===== src/rtl/uart_pkg.sv =====
// Shared types and constants for the UART transmit arbiter.
// The state encoding is visible on the arbiter's debug port.
package uart_pkg;

    localparam int BYTE_W = 8;

    typedef enum logic [1:0] {
        ST_IDLE  = 2'd0,
        ST_START = 2'd1,
        ST_WAIT  = 2'd2,
        ST_HOLD  = 2'd3
    } state_t;

endpackage


===== src/rtl/uart_rr_arb.sv =====
// Combinational round-robin picker.
// Returns the first requester at or after ptr, wrapping from N-1 to 0.
module uart_rr_arb #(
    parameter int N  = 2,
    parameter int PW = (N > 1) ? $clog2(N) : 1
) (
    input  logic [N-1:0]  req,
    input  logic [PW-1:0] ptr,
    output logic [N-1:0]  gnt,
    output logic [PW-1:0] idx,
    output logic          any
);

    logic [PW:0]   sum;
    logic [PW-1:0] cand;

    // The subtraction wraps explicitly, so N need not be a power of two.
    always_comb begin
        gnt  = '0;
        idx  = '0;
        any  = 1'b0;
        sum  = '0;
        cand = '0;
        for (int i = 0; i < N; i++) begin
            sum = {1'b0, ptr} + (PW+1)'(i);
            if (sum >= (PW+1)'(N)) begin
                sum = sum - (PW+1)'(N);
            end
            cand = sum[PW-1:0];
            if (!any && req[cand]) begin
                any       = 1'b1;
                idx       = cand;
                gnt[cand] = 1'b1;
            end
        end
    end

endmodule


===== src/rtl/uart_tx_arbiter.sv =====
// Shares one UART transmitter between NUM_REQ byte streams, granting
// whole packets in round-robin order.
module uart_tx_arbiter
    import uart_pkg::*;
#(
    parameter int NUM_REQ  = 2,
    parameter int CLK_RATE = 100 * 10**6
) (
    input  logic                        clk,
    input  logic                        rst_n,
    input  logic [NUM_REQ-1:0]          req_valid,
    input  logic [NUM_REQ-1:0]          req_last,
    input  logic [BYTE_W*NUM_REQ-1:0]   req_data,
    output logic [NUM_REQ-1:0]          req_ready,
    output logic [NUM_REQ-1:0]          grant,
    output logic                        tx_start,
    output logic [BYTE_W-1:0]           tx_data,
    input  logic                        tx_done,
    output logic                        busy,
    output state_t                      state
);

    localparam int PTR_W = $clog2(NUM_REQ);

    if (NUM_REQ < 2 || NUM_REQ > 8 || CLK_RATE <= 0) begin : g_param_check
        $error("uart_tx_arbiter: NUM_REQ must be 2..8 and CLK_RATE positive");
    end

    state_t              state_q;
    logic [PTR_W-1:0]    rr_ptr_q;
    logic [PTR_W-1:0]    owner_q;
    logic [NUM_REQ-1:0]  grant_q;
    logic                last_q;
    logic [BYTE_W-1:0]   tx_data_q;
    logic                tx_start_q;
    logic                busy_q;

    logic [NUM_REQ-1:0]  arb_gnt;
    logic [PTR_W-1:0]    arb_idx;
    logic                arb_any;

    logic                accept;
    logic [PTR_W-1:0]    acc_idx;
    logic [BYTE_W-1:0]   acc_data;
    logic                acc_last;
    logic [PTR_W-1:0]    next_ptr;
    logic [BYTE_W-1:0]   req_bytes [NUM_REQ];

    uart_rr_arb #(
        .N  (NUM_REQ),
        .PW (PTR_W)
    ) u_rr_arb (
        .req (req_valid),
        .ptr (rr_ptr_q),
        .gnt (arb_gnt),
        .idx (arb_idx),
        .any (arb_any)
    );

    always_comb begin
        for (int i = 0; i < NUM_REQ; i++) begin
            req_bytes[i] = req_data[i*BYTE_W +: BYTE_W];
        end
    end

    // Handshake: a byte moves when req_valid[i] and req_ready[i] are both
    // high on a rising edge. req_ready is a one-cycle combinational pulse
    // raised only in an accepting cycle; the requester must hold valid,
    // data and last stable until it sees that pulse.
    always_comb begin
        accept  = 1'b0;
        acc_idx = owner_q;
        case (state_q)
            ST_IDLE: begin
                accept  = arb_any;
                acc_idx = arb_idx;
            end
            ST_WAIT: accept = tx_done && !last_q && req_valid[owner_q];
            ST_HOLD: accept = req_valid[owner_q];
            default: accept = 1'b0;
        endcase
    end

    assign acc_data = req_bytes[acc_idx];
    assign acc_last = req_last[acc_idx];
    assign next_ptr = (owner_q == PTR_W'(NUM_REQ - 1)) ? '0 : owner_q + 1'b1;

    // Gated by rst_n so nothing is accepted while reset is held.
    always_comb begin
        req_ready = '0;
        if (accept && rst_n) begin
            req_ready[acc_idx] = 1'b1;
        end
    end

    always_ff @(posedge clk or negedge rst_n) begin
        if (!rst_n) begin
            state_q    <= ST_IDLE;
            rr_ptr_q   <= '0;
            owner_q    <= '0;
            grant_q    <= '0;
            last_q     <= 1'b0;
            tx_data_q  <= '0;
            tx_start_q <= 1'b0;
            busy_q     <= 1'b0;
        end else begin
            tx_start_q <= 1'b0;
            case (state_q)
                ST_IDLE: begin
                    if (accept) begin
                        grant_q <= arb_gnt;
                        owner_q <= arb_idx;
                        busy_q  <= 1'b1;
                        state_q <= ST_START;
                    end
                end
                ST_START: state_q <= ST_WAIT;
                ST_WAIT: begin
                    if (tx_done) begin
                        if (last_q) begin
                            grant_q  <= '0;
                            rr_ptr_q <= next_ptr;
                            busy_q   <= 1'b0;
                            state_q  <= ST_IDLE;
                        end else if (accept) begin
                            state_q <= ST_START;
                        end else begin
                            state_q <= ST_HOLD;
                        end
                    end
                end
                ST_HOLD: begin
                    if (accept) begin
                        state_q <= ST_START;
                    end
                end
                default: state_q <= ST_IDLE;
            endcase
            // Every acceptance leads into exactly one ST_START cycle.
            if (accept) begin
                tx_data_q  <= acc_data;
                last_q     <= acc_last;
                tx_start_q <= 1'b1;
            end
        end
    end

    assign grant    = grant_q;
    assign tx_start = tx_start_q;
    assign tx_data  = tx_data_q;
    assign busy     = busy_q;
    assign state    = state_q;

endmodule


===== config.mk =====
export PLATFORM = sky130hd
export DESIGN_NAME = uart_tx_arbiter
export DESIGN_NICKNAME = d
export VERILOG_FILES = /design/src/rtl/uart_pkg.sv /design/src/rtl/uart_rr_arb.sv /design/src/rtl/uart_tx_arbiter.sv
export SDC_FILE = /design/constraint.sdc
export NUM_CORES = 1
export LEC_CHECK = 0
export CORE_ASPECT_RATIO = 1.5
export CORE_MARGIN = 2
export CORE_UTILIZATION = 43
export CTS_CLUSTER_DIAMETER = 200
export DETAILED_ROUTE_END_ITERATION = 12
export GPL_ROUTABILITY_DRIVEN = 0
export PLACE_DENSITY = 0.86
export RECOVER_POWER = 100
export SLEW_MARGIN = 20
export SYNTH_ARGS = -nofsm -noshare
export SYNTH_HDL_FRONTEND = slang
export SYNTH_SLANG_ARGS = --single-unit
export TNS_END_PERCENT = 30

===== constraint.sdc =====
create_clock -name clk -period 3 [get_ports clk]
set_clock_uncertainty 0.15 [all_clocks]
set_input_delay 0.6 -clock clk [delete_from_list [all_inputs] [get_ports clk]]
set_output_delay 0.6 -clock clk [all_outputs]
set_load 0.005 [all_outputs]

Yosys cells after proc, flatten, opt, wreduce, memory -nomap -nowiden
Cells that the tools add are included.

Flip-flop bits (word level): 17. Input port bits: 23. Word-level logic and storage cells: 90.

Add/sub/neg operators: 4. $lt $le $gt $ge: 10. Equal/unequal tests: 7. Mux-type cells: 43. Bitwise logic cells: 2. Reductions and logical operators: 16.

Operator list (count): 8-bit two-way mux (3); 1-bit two-way mux (23); 2-bit two-way mux (10); 1-bit by 2-bit < comparator with 1-bit output (second input constant) (4); 1-bit logical AND (7); 2-bit inequality test (second input constant) (3); 2-bit case mux with 3 select lines (1); 2-bit == test (second input constant) (2); 2-bit greater-or-equal comparator (second input constant) (2); 2-bit case mux with 2 select lines (1); 2-bit AND reduction (2); 4-bit AND reduction (1); 1-bit demux with 1-bit select (3); 1-bit greater-or-equal comparator (second input constant) (3); 1-bit case mux with 3 select lines (1); 3-bit AND reduction (1); 1-bit by 1-bit adder with 2-bit output (second input constant) (1); 2-bit by 1-bit == test with 1-bit output (second input constant) (1); 1-bit by 2-bit greater-or-equal comparator with 1-bit output (second input constant) (1); 1-bit logical NOT (2); 2-bit logical NOT (1); 2-bit by 1-bit inequality test with 1-bit output (second input constant) (1); 1-bit NOT with 2-bit output (1); 2-bit OR (1); 5 further kinds (6).

Longest topological paths before layout
Gate-level depths: netlist (run 1).

Word-level depth: 14. Depth in mapped cells: 8.

Hierarchy
From an unflattened synthesis (run 1), not the netlist that was laid out.

Cell total of the unflattened synthesis: 106. Area total of the unflattened synthesis: 1063.5 um^2.

Modules (own cells, without submodules): uart_tx_arbiter (instances 1, cells each 101, area each 1031.0 um^2, sequential area each 425.4 um^2); uart_rr_arb (instances 1, cells each 5, area each 32.5 um^2, sequential area each 0.0 um^2).

Least setup slack after synthesis (run 1)
Ideal clock, no wire load.

Path kind: register -> output. From: reg state_q[0] (netlist: state[0]). To: out req_ready[1]. Arrival time: 1617 ps. Data required time: 2250 ps. Path slack: 633 ps. Cell stages (with the launch flop): 9. Buffers on the path: 1. Cell sequence: dfrtp_1 -> inv_1 -> ha_1 -> nand3b_1 -> a211oi_2 -> nor2_2 -> inv_2 -> buf_12 -> and3_1.

Elaborated cells on any way between the ends: 12. Classes of those cells: order compare (2); eq/ne (2); mux (5); reduce/logical (3).

RTL lines: start: declaration (line uart_tx_arbiter.sv:29) `state_t state_q;`; start signal: assignment (line uart_tx_arbiter.sv:98) `state_q <= ST_IDLE;`; start signal: assignment (line uart_tx_arbiter.sv:114) `state_q <= ST_START;`; start signal: assignment (line uart_tx_arbiter.sv:117) `ST_START: state_q <= ST_WAIT;`; 2-bit == test or 2-bit logical NOT (tied branches) (line uart_tx_arbiter.sv:73) `case (state_q)`; 1-bit case mux with 3 select lines * (line uart_tx_arbiter.sv:73); named net accept (line uart_tx_arbiter.sv:42) `logic accept;`; 1-bit logical AND * (line uart_tx_arbiter.sv:91) `if (accept && rst_n) begin`; 2-bit two-way mux * (line uart_tx_arbiter.sv:91); end: declaration (line uart_tx_arbiter.sv:14) `output logic [NUM_REQ-1:0] req_ready,`.

Mark *: on every way through the listed nets, which the timed path passes. The rest lies on a longest branch.

Worst setup path in the final report (run 1)
From: reg state_q[0] (netlist: state[0]). To: out req_ready[0].

Cells in the longest elaborated chain, start to end: 7. Elaborated cells on any way between the ends: 12. Classes of those cells: order compare (2); eq/ne (2); mux (5); reduce/logical (3).

Ends and longest elaborated chain: 2-bit logical NOT (line uart_tx_arbiter.sv:73); 1-bit two-way mux (line uart_tx_arbiter.sv:73); 1-bit by 2-bit < comparator with 1-bit output (not written as such) or 1-bit greater-or-equal comparator (tied branches) (line uart_tx_arbiter.sv:92) `req_ready[acc_idx] = 1'b1;`; 1-bit logical AND (not written as such) (line uart_tx_arbiter.sv:92); 1-bit two-way mux (not written as such) (line uart_tx_arbiter.sv:92); 1-bit demux with 1-bit select (line uart_tx_arbiter.sv:92); 2-bit two-way mux * (line uart_tx_arbiter.sv:91).

Every way passes the cells marked *; elsewhere a longest branch is shown, timed or not.

==> results of run 1 <==
[power by group through the flow]
stage | Combinational (mW) | Sequential (mW) | Clock [mW]
after global placement | 0.905 | 0.420 | 0
after global routing | 0.910 | 0.438 | 0.134
final | 0.828 | 0.423 | 0.121
after floorplan | 0.595 | 0.426 | 0
after CTS | 0.935 | 0.430 | 0.123
after detailed placement | 0.930 | 0.432 | 0
[path summary, 6_finish.rpt]
| check | start | end | slack, ns |
|---|---|---|---|
| setup reg to reg | state[1] | tx_data[0] | 0.41 |
| max in group asynchronous | rst_n | state[0] | 1.53 |
| min in group asynchronous | rst_n | rr_ptr_q | 0.65 |
| hold / removal | tx_data[4] | tx_data[4] | 0.34 |
| setup / recovery | state[0] | req_ready[0] | 0.25 |
| hold reg to reg | tx_data[4] | tx_data[4] | 0.34 |
[per-stage QoR]
stage | setup TNS, ns | std cells | hold WS (ns) | util | area, sq um
global route | 0 | 161 | 0.374 | 0.656 | 1470
finish | 0 | 161 | 0.339 | 0.656 | 1470
CTS | 0 | 159 | 0.368 | 0.666 | 1490
floorplan | 0 | 87 | 0.154 | - | 1020
detailed placement | -0.244 | 155 | 0.341 | 0.654 | 1460
global placement | -0.0879 | 155 | 0.335 | 0.654 | 1460
[area by class of cell]
cell class	count	area, sq um	share of cell area
Multi-Input combinational cell	56	495	0.338
Sequential cell	17	427	0.291
Inverter	12	45.0	0.0307
Clock inverter	1	5.00	0.00342
Timing Repair Buffer	49	442	0.301
Clock buffer	3	22.5	0.0154
Tap cell	23	28.8	0.0196
[registers in the layout (all words and copies together) (netlist names)]
signal    cells
tx_start      1
state         2
grant         2
busy          1
last_q        1
rr_ptr_q      1
tx_data       8
owner_q       1
[cells in the mapped netlist (all sizes together)]
library cell	count	area (sq um)
nand3	1	5.00
a211oi	1	12.5
a21oi	1	5.00
o32ai	3	26.3
o211a	1	10.0
mux2i	1	10.0
nand2b	1	6.26
nor2	2	10.0
dfrtp	17	425
nor3	1	5.00
or2b	1	7.51
buf	2	31.3
o21ai	5	25.0
nor2b	1	6.26
inv	12	45.0
nor3b	1	12.5
mux2	19	244
ha	5	62.6
o22ai	2	12.5
nand2	6	22.5
nand3b	1	7.51
a22o	1	8.76
o41ai	1	8.76
and3	1	6.26
[logic make-up after synthesis]
family	share of synthesized area
DFF	0.419
buffers and inverters	0.0751
muxes	0.250
and+or+nand+nor	0.0874
AOI/OAI and AO/OA	0.107
adders and majority gates	0.0616
[placed cells by master (no fill, tap or decap)]
master            n
nand3_1           1
dlygate4sd2_1     4
dfrtp_1          16
or2b_1            1
nand2b_1          1
a211oi_1          1
nor2_1            1
nand3b_1          1
dlygate4sd3_1    14
nand2_1           6
mux2i_1           1
dlymetal6s2s_1    1
nor2_2            1
and3_1            1
inv_2             2
mux2_1           13
a22o_1            1
nor3_1            1
ha_4              1
o21ai_0           5
inv_1            10
clkbuf_1          5
nor3b_2           1
o32ai_1           3
buf_4             5
mux2_2            5
nor2b_1           1
dfrtp_2           1
o41ai_1           1
mux2_4            1
o211a_1           1
o22ai_1           2
clkinv_2          1
ha_1              4
a21oi_1           1
clkbuf_4          4
clkdlybuf4s50_1  19
[worst max-delay path, stage by stage (launching register included)]
cell and delay, ns:
dfrtp_2 0.44, inv_2 0.09, ha_4 0.17, nand3b_1 0.10
a211oi_1 0.38, nor2_2 0.11, nor3_1 0.17, dlygate4sd2_1 0.25
[layer usage]
metal / routed length (microns) / track usage / part of all wire
met5: 0 / 0 / 0
met4: 36 / 0.0455 / 0.015
met3: 205 / 0.0458 / 0.083
met2: 1350 / 0.346 / 0.55
met1: 864 / 0.215 / 0.35
[what timing repair did]
item                       in CTS  in global routing
setup endpoints to repair       2                  1
setup buffers                   0                  2
hold buffers                    0                  0
gates resized for setup         6                  5
pin swaps                       2                  2
==> results.py, run 1 <==
metrics = {
    "run_status": {
        "outcome": "complete, no violations",
    },
    "global_routing": {
        "grt_pass1_wl_mm": 4.04,
        "antenna_found_initial": 0,
        "grt_max_degree": 12,
        "gr-usage-all-layers": 0.191,
        "grt_pass1_vias": 879,
        "grt_overflow": 0,
    },
    "pwr": {
        "leakage_nw": 0.679,
        "p_int_mw": 0.864,
        "total_power_mw": 1.37,
        "p_per_area_mw_per_mm2": 936,
        "switching_share": 0.370,
        "combPwrFrac": 0.603,
        "p_sw_mw": 0.507,
        "pwr-share-seq": 0.309,
        "vdd_drop_max_v": 0.000662,
        "pwr-share-clk": 0.088,
    },
    "die": {
        "core_area_sq_mm": 0.00223,
        "dieArea_sq_mm": 0.00278,
        "std_cell_rows": 21,
        "die_h_microns": 63.5,
        "start_util": 0.455,
        "die_x_microns": 43.7,
        "io_pins": 39,
    },
    "drt": {
        "viasPerCell": 5.51,
        "drt_iter0_drc": 32,
        "drt-total-wl_mm": 2.46,
        "route.detailed.drc": 0,
        "routedWlPerCell_microns": 15.3,
        "dr.pass1.iters": 4,
        "postRouteAntennaNets": 0,
        "dr_total_vias": 887,
    },
    "yosys": {
        "yosys_register_bits": 17,
        "synth_nets": 115,
        "synth_cells": 87,
        "avgSynthCellArea_sq_um": 11.7,
        "ys.warnings.count": 0,
        "netlist_area_sq_mm": 0.00102,
        "yosysSeqAreaShare": 0.419,
        "synth.distinct_cells": 29,
    },
    "worst_setup_path": {
        "crit_fanout": 6,
        "end_kind": "output pin",
        "rr_worst_depth": 7,
        "crit_type": "reg -> out",
        "cp.required_ns": 2.25,
        "critPathArrivalTime_ns": 2.00,
        "startpoint_type": "flip-flop",
    },
    "timing": {
        "finalCritPeriodShare": 0.917,
        "hold_viol": 0,
        "worst_pin_slew_ns": 0.575,
        "fmax_mhz": 363,
        "fin_ws_ns": 0.248,
        "period_minus_slack_ns": 2.75,
        "grt_setup_unrepaired": "no",
        "drv_slew": 0,
        "max_slew_margin": 0.617,
        "finalSetupViolations": 0,
    },
    "clock_network": {
        "cts_buffers": 3,
        "clock_path_buffers": 2,
        "insertion_delay_ns": 0.29,
        "cts_tree": "yes",
        "path_clk_slew_ns": 0.10,
        "clockRootBuffer": "clkbuf_4",
        "htreeDepth": 1,
        "clock-sinks": 17,
    },
    "job": {
        "max_cap_viol_count": 0,
    },
    "min_path": {
        "hold_class": "reg -> reg",
        "hold-path-cell-count": 1,
    },
    "place": {
        "port_buffers": 38,
        "dp_hpwl_mm": 1.93,
        "place_ws_ns": -0.129,
    },
    "layout": {
        "diodes": 0,
        "drive_above_1_share": 0.159,
        "filler_cell_count": 182,
        "final_nets": 167,
        "syn2layout_area_growth_pct": 44.2,
    },
}
Note: power is estimated with default switching activity, not from simulation.
==> inputs of run 2 (changes only) <==
==> constraint.sdc (replaced) <==
create_clock -name clk -period 3 [get_ports clk]
set_clock_uncertainty 0.15 [all_clocks]
set_input_delay 0.3 -clock clk [delete_from_list [all_inputs] [get_ports clk]]
set_output_delay 0.3 -clock clk [all_outputs]
set_load 0.005 [all_outputs]
==> results.py, run 2 (same netlist as run 1, synthesis figures left out) <==
metrics = {
    "timing": {
        "worst_pin_slew_ns": 0.548,
        "drv_slew": 0,
        "finalSetupViolations": 0,
        "finalCritPeriodShare": 0.921,
        "fin_ws_ns": 0.238,
        "fin_tns_setup_ns": 0,
        "period_minus_slack_ns": 2.76,
        "max_slew_margin": 0.635,
        "fmax_mhz": 362,
        "grt_setup_unrepaired": "no",
        "hold_viol": 0,
        "fin_hold_ws_ns": 0.218,
    },
    "pwr": {
        "vdd_drop_max_v": 0.000642,
        "switching_share": 0.374,
        "p_int_mw": 0.818,
        "p_sw_mw": 0.489,
        "leakage_nw": 0.616,
        "combPwrFrac": 0.591,
        "p_per_area_mw_per_mm2": 924,
        "pwr-share-seq": 0.321,
        "pwr-share-clk": 0.089,
    },
    "min_path": {
        "hold_class": "in -> async",
    },
    "global_routing": {
        "grt_pass1_vias": 871,
        "grt_max_degree": 11,
        "grt_overflow": 0,
        "antenna_found_initial": 0,
        "grt_pass1_wl_mm": 3.75,
        "gr-usage-all-layers": 0.176,
    },
    "worst_setup_path": {
        "crit_fanout": 7,
        "rr_startpoint": "state[0]",
        "rr_worst_depth": 8,
        "crit_chain": "inv_1 > ha_2 > nand3b_1 > a211oi_4 > nor2_2 > nor3_1 > clkdlybuf4s50_1",
        "cp-startpoint": "state[0]",
        "critPathMaxStageDelay_ns": 0.52,
        "startpoint_type": "flip-flop",
        "cp_slowest_cell": "clkdlybuf4s50_1",
        "crit_type": "reg -> out",
        "end_kind": "output pin",
        "cp.required_ns": 2.55,
        "critPathArrivalTime_ns": 2.31,
    },
    "clock_network": {
        "post_cts_buffers": 0,
        "cts_buffers": 3,
        "cts_tree": "yes",
        "path_clk_slew_ns": 0.09,
        "htreeDepth": 1,
        "clock-sinks": 17,
        "clock_path_buffers": 2,
        "clockRootBuffer": "clkbuf_4",
        "insertion_delay_ns": 0.28,
    },
    "layout": {
        "filler_cell_count": 183,
        "syn2layout_area_growth_pct": 39.3,
        "final_nets": 159,
        "final_core_util": 0.634,
        "diodes": 0,
        "multi_input_area_sq_um": 494,
        "layout_commonest_cell": "clkdlybuf4s50_1",
        "final_cell_mix": "clkdlybuf4s50_1, dfrtp_1, dlygate4sd3_1, mux2_1, inv_1",
        "seq_area_sq_um": 425,
        "largest_reg_flops": 8,
        "drive_above_1_share": 0.100,
    },
    "place": {
        "port_buffers": 38,
        "place_ws_ns": 0.443,
        "dp_hpwl_mm": 1.80,
    },
    "die": {
        "io_pins": 39,
        "dieArea_sq_mm": 0.00278,
        "core_area_sq_mm": 0.00223,
        "std_cell_rows": 21,
        "die_x_microns": 43.7,
        "start_util": 0.455,
        "die_h_microns": 63.5,
    },
    "drt": {
        "route.detailed.drc": 0,
        "dr_total_vias": 831,
        "postRouteAntennaNets": 0,
        "viasPerCell": 5.43,
        "routedWlPerCell_microns": 14.5,
        "drt-total-wl_mm": 2.22,
        "drt_iter0_drc": 13,
        "dr.pass1.iters": 4,
    },
    "job": {
        "max_cap_viol_count": 0,
    },
    "run_status": {
        "outcome": "complete, no violations",
    },
}
==> run 2: changes by cell type in the layout (fill, tap and decap cells not counted), moves of 2 or more <==
cell and change:
inv_2 -2, clkdlybuf4s50_1 +4, dlygate4sd2_1 -4, buf_4 -4
clkbuf_1 -2
==> run 2: cell type report <==
cell class | count | area share
clock buffer | 4 | 0.0186
inverter | 12 | 0.0318
multi-input combinational | 56 | 0.349
sequential | 17 | 0.301
tap | 23 | 0.0203
timing repair buffer | 41 | 0.279
==> run 2: through the flow <==
step / total power, mW / instances / instance area, sq um
floorplan: 1.02 / 87 / 1020
global placement: 1.29 / 149 / 1420
detailed placement: 1.32 / 149 / 1420
CTS: 1.45 / 153 / 1440
global route: 1.42 / 153 / 1420
finish: 1.31 / 153 / 1420
==> run 2: path summary, 6_finish.rpt <==
kind / to / slack, ns
min reg2reg: tx_data[5] / 0.34
max: req_ready[0] / 0.24
max reg2reg: tx_data[2] / 0.53
min: tx_data[2] / 0.22
max in group asynchronous: tx_data[3] / 1.72
min in group clk: tx_data[5] / 0.34
==> run 2: metal layers <==
metal / track usage / wire length [microns] / up-vias
li1: - / - / 387
met1: 0.197 / 765 / 380
met2: 0.307 / 1180 / 58
met3: 0.0430 / 233 / 6
met4: 0.0720 / 44 / 0
met5: 0 / 0 / -
==> run 2: power by group through the flow <==
| stage | clock [mW] | combinational [mW] | sequential, mW |
|---|---|---|---|
| finish | 0.116 | 0.772 | 0.419 |
| CTS | 0.115 | 0.905 | 0.427 |
| detailed placement | 0 | 0.893 | 0.431 |
| floorplan | 0 | 0.595 | 0.426 |
| global placement | 0 | 0.865 | 0.423 |
| global route | 0.127 | 0.853 | 0.437 |
==> run 2: critical path: cells and delay by family, from the launching register on <==
family                     cells  cell delay (ns)
AOI/OAI and AO/OA              1             0.27
adders and majority gates      1             0.24
buffers and inverters          2             0.63
DFF                            1             0.45
and+or+nand+nor                3             0.43
==> run 2: what timing repair did <==
item,4_1_cts,5_1_grt
resized for setup,0,2
hold buffers,0,0
setup endpoints to repair,0,2
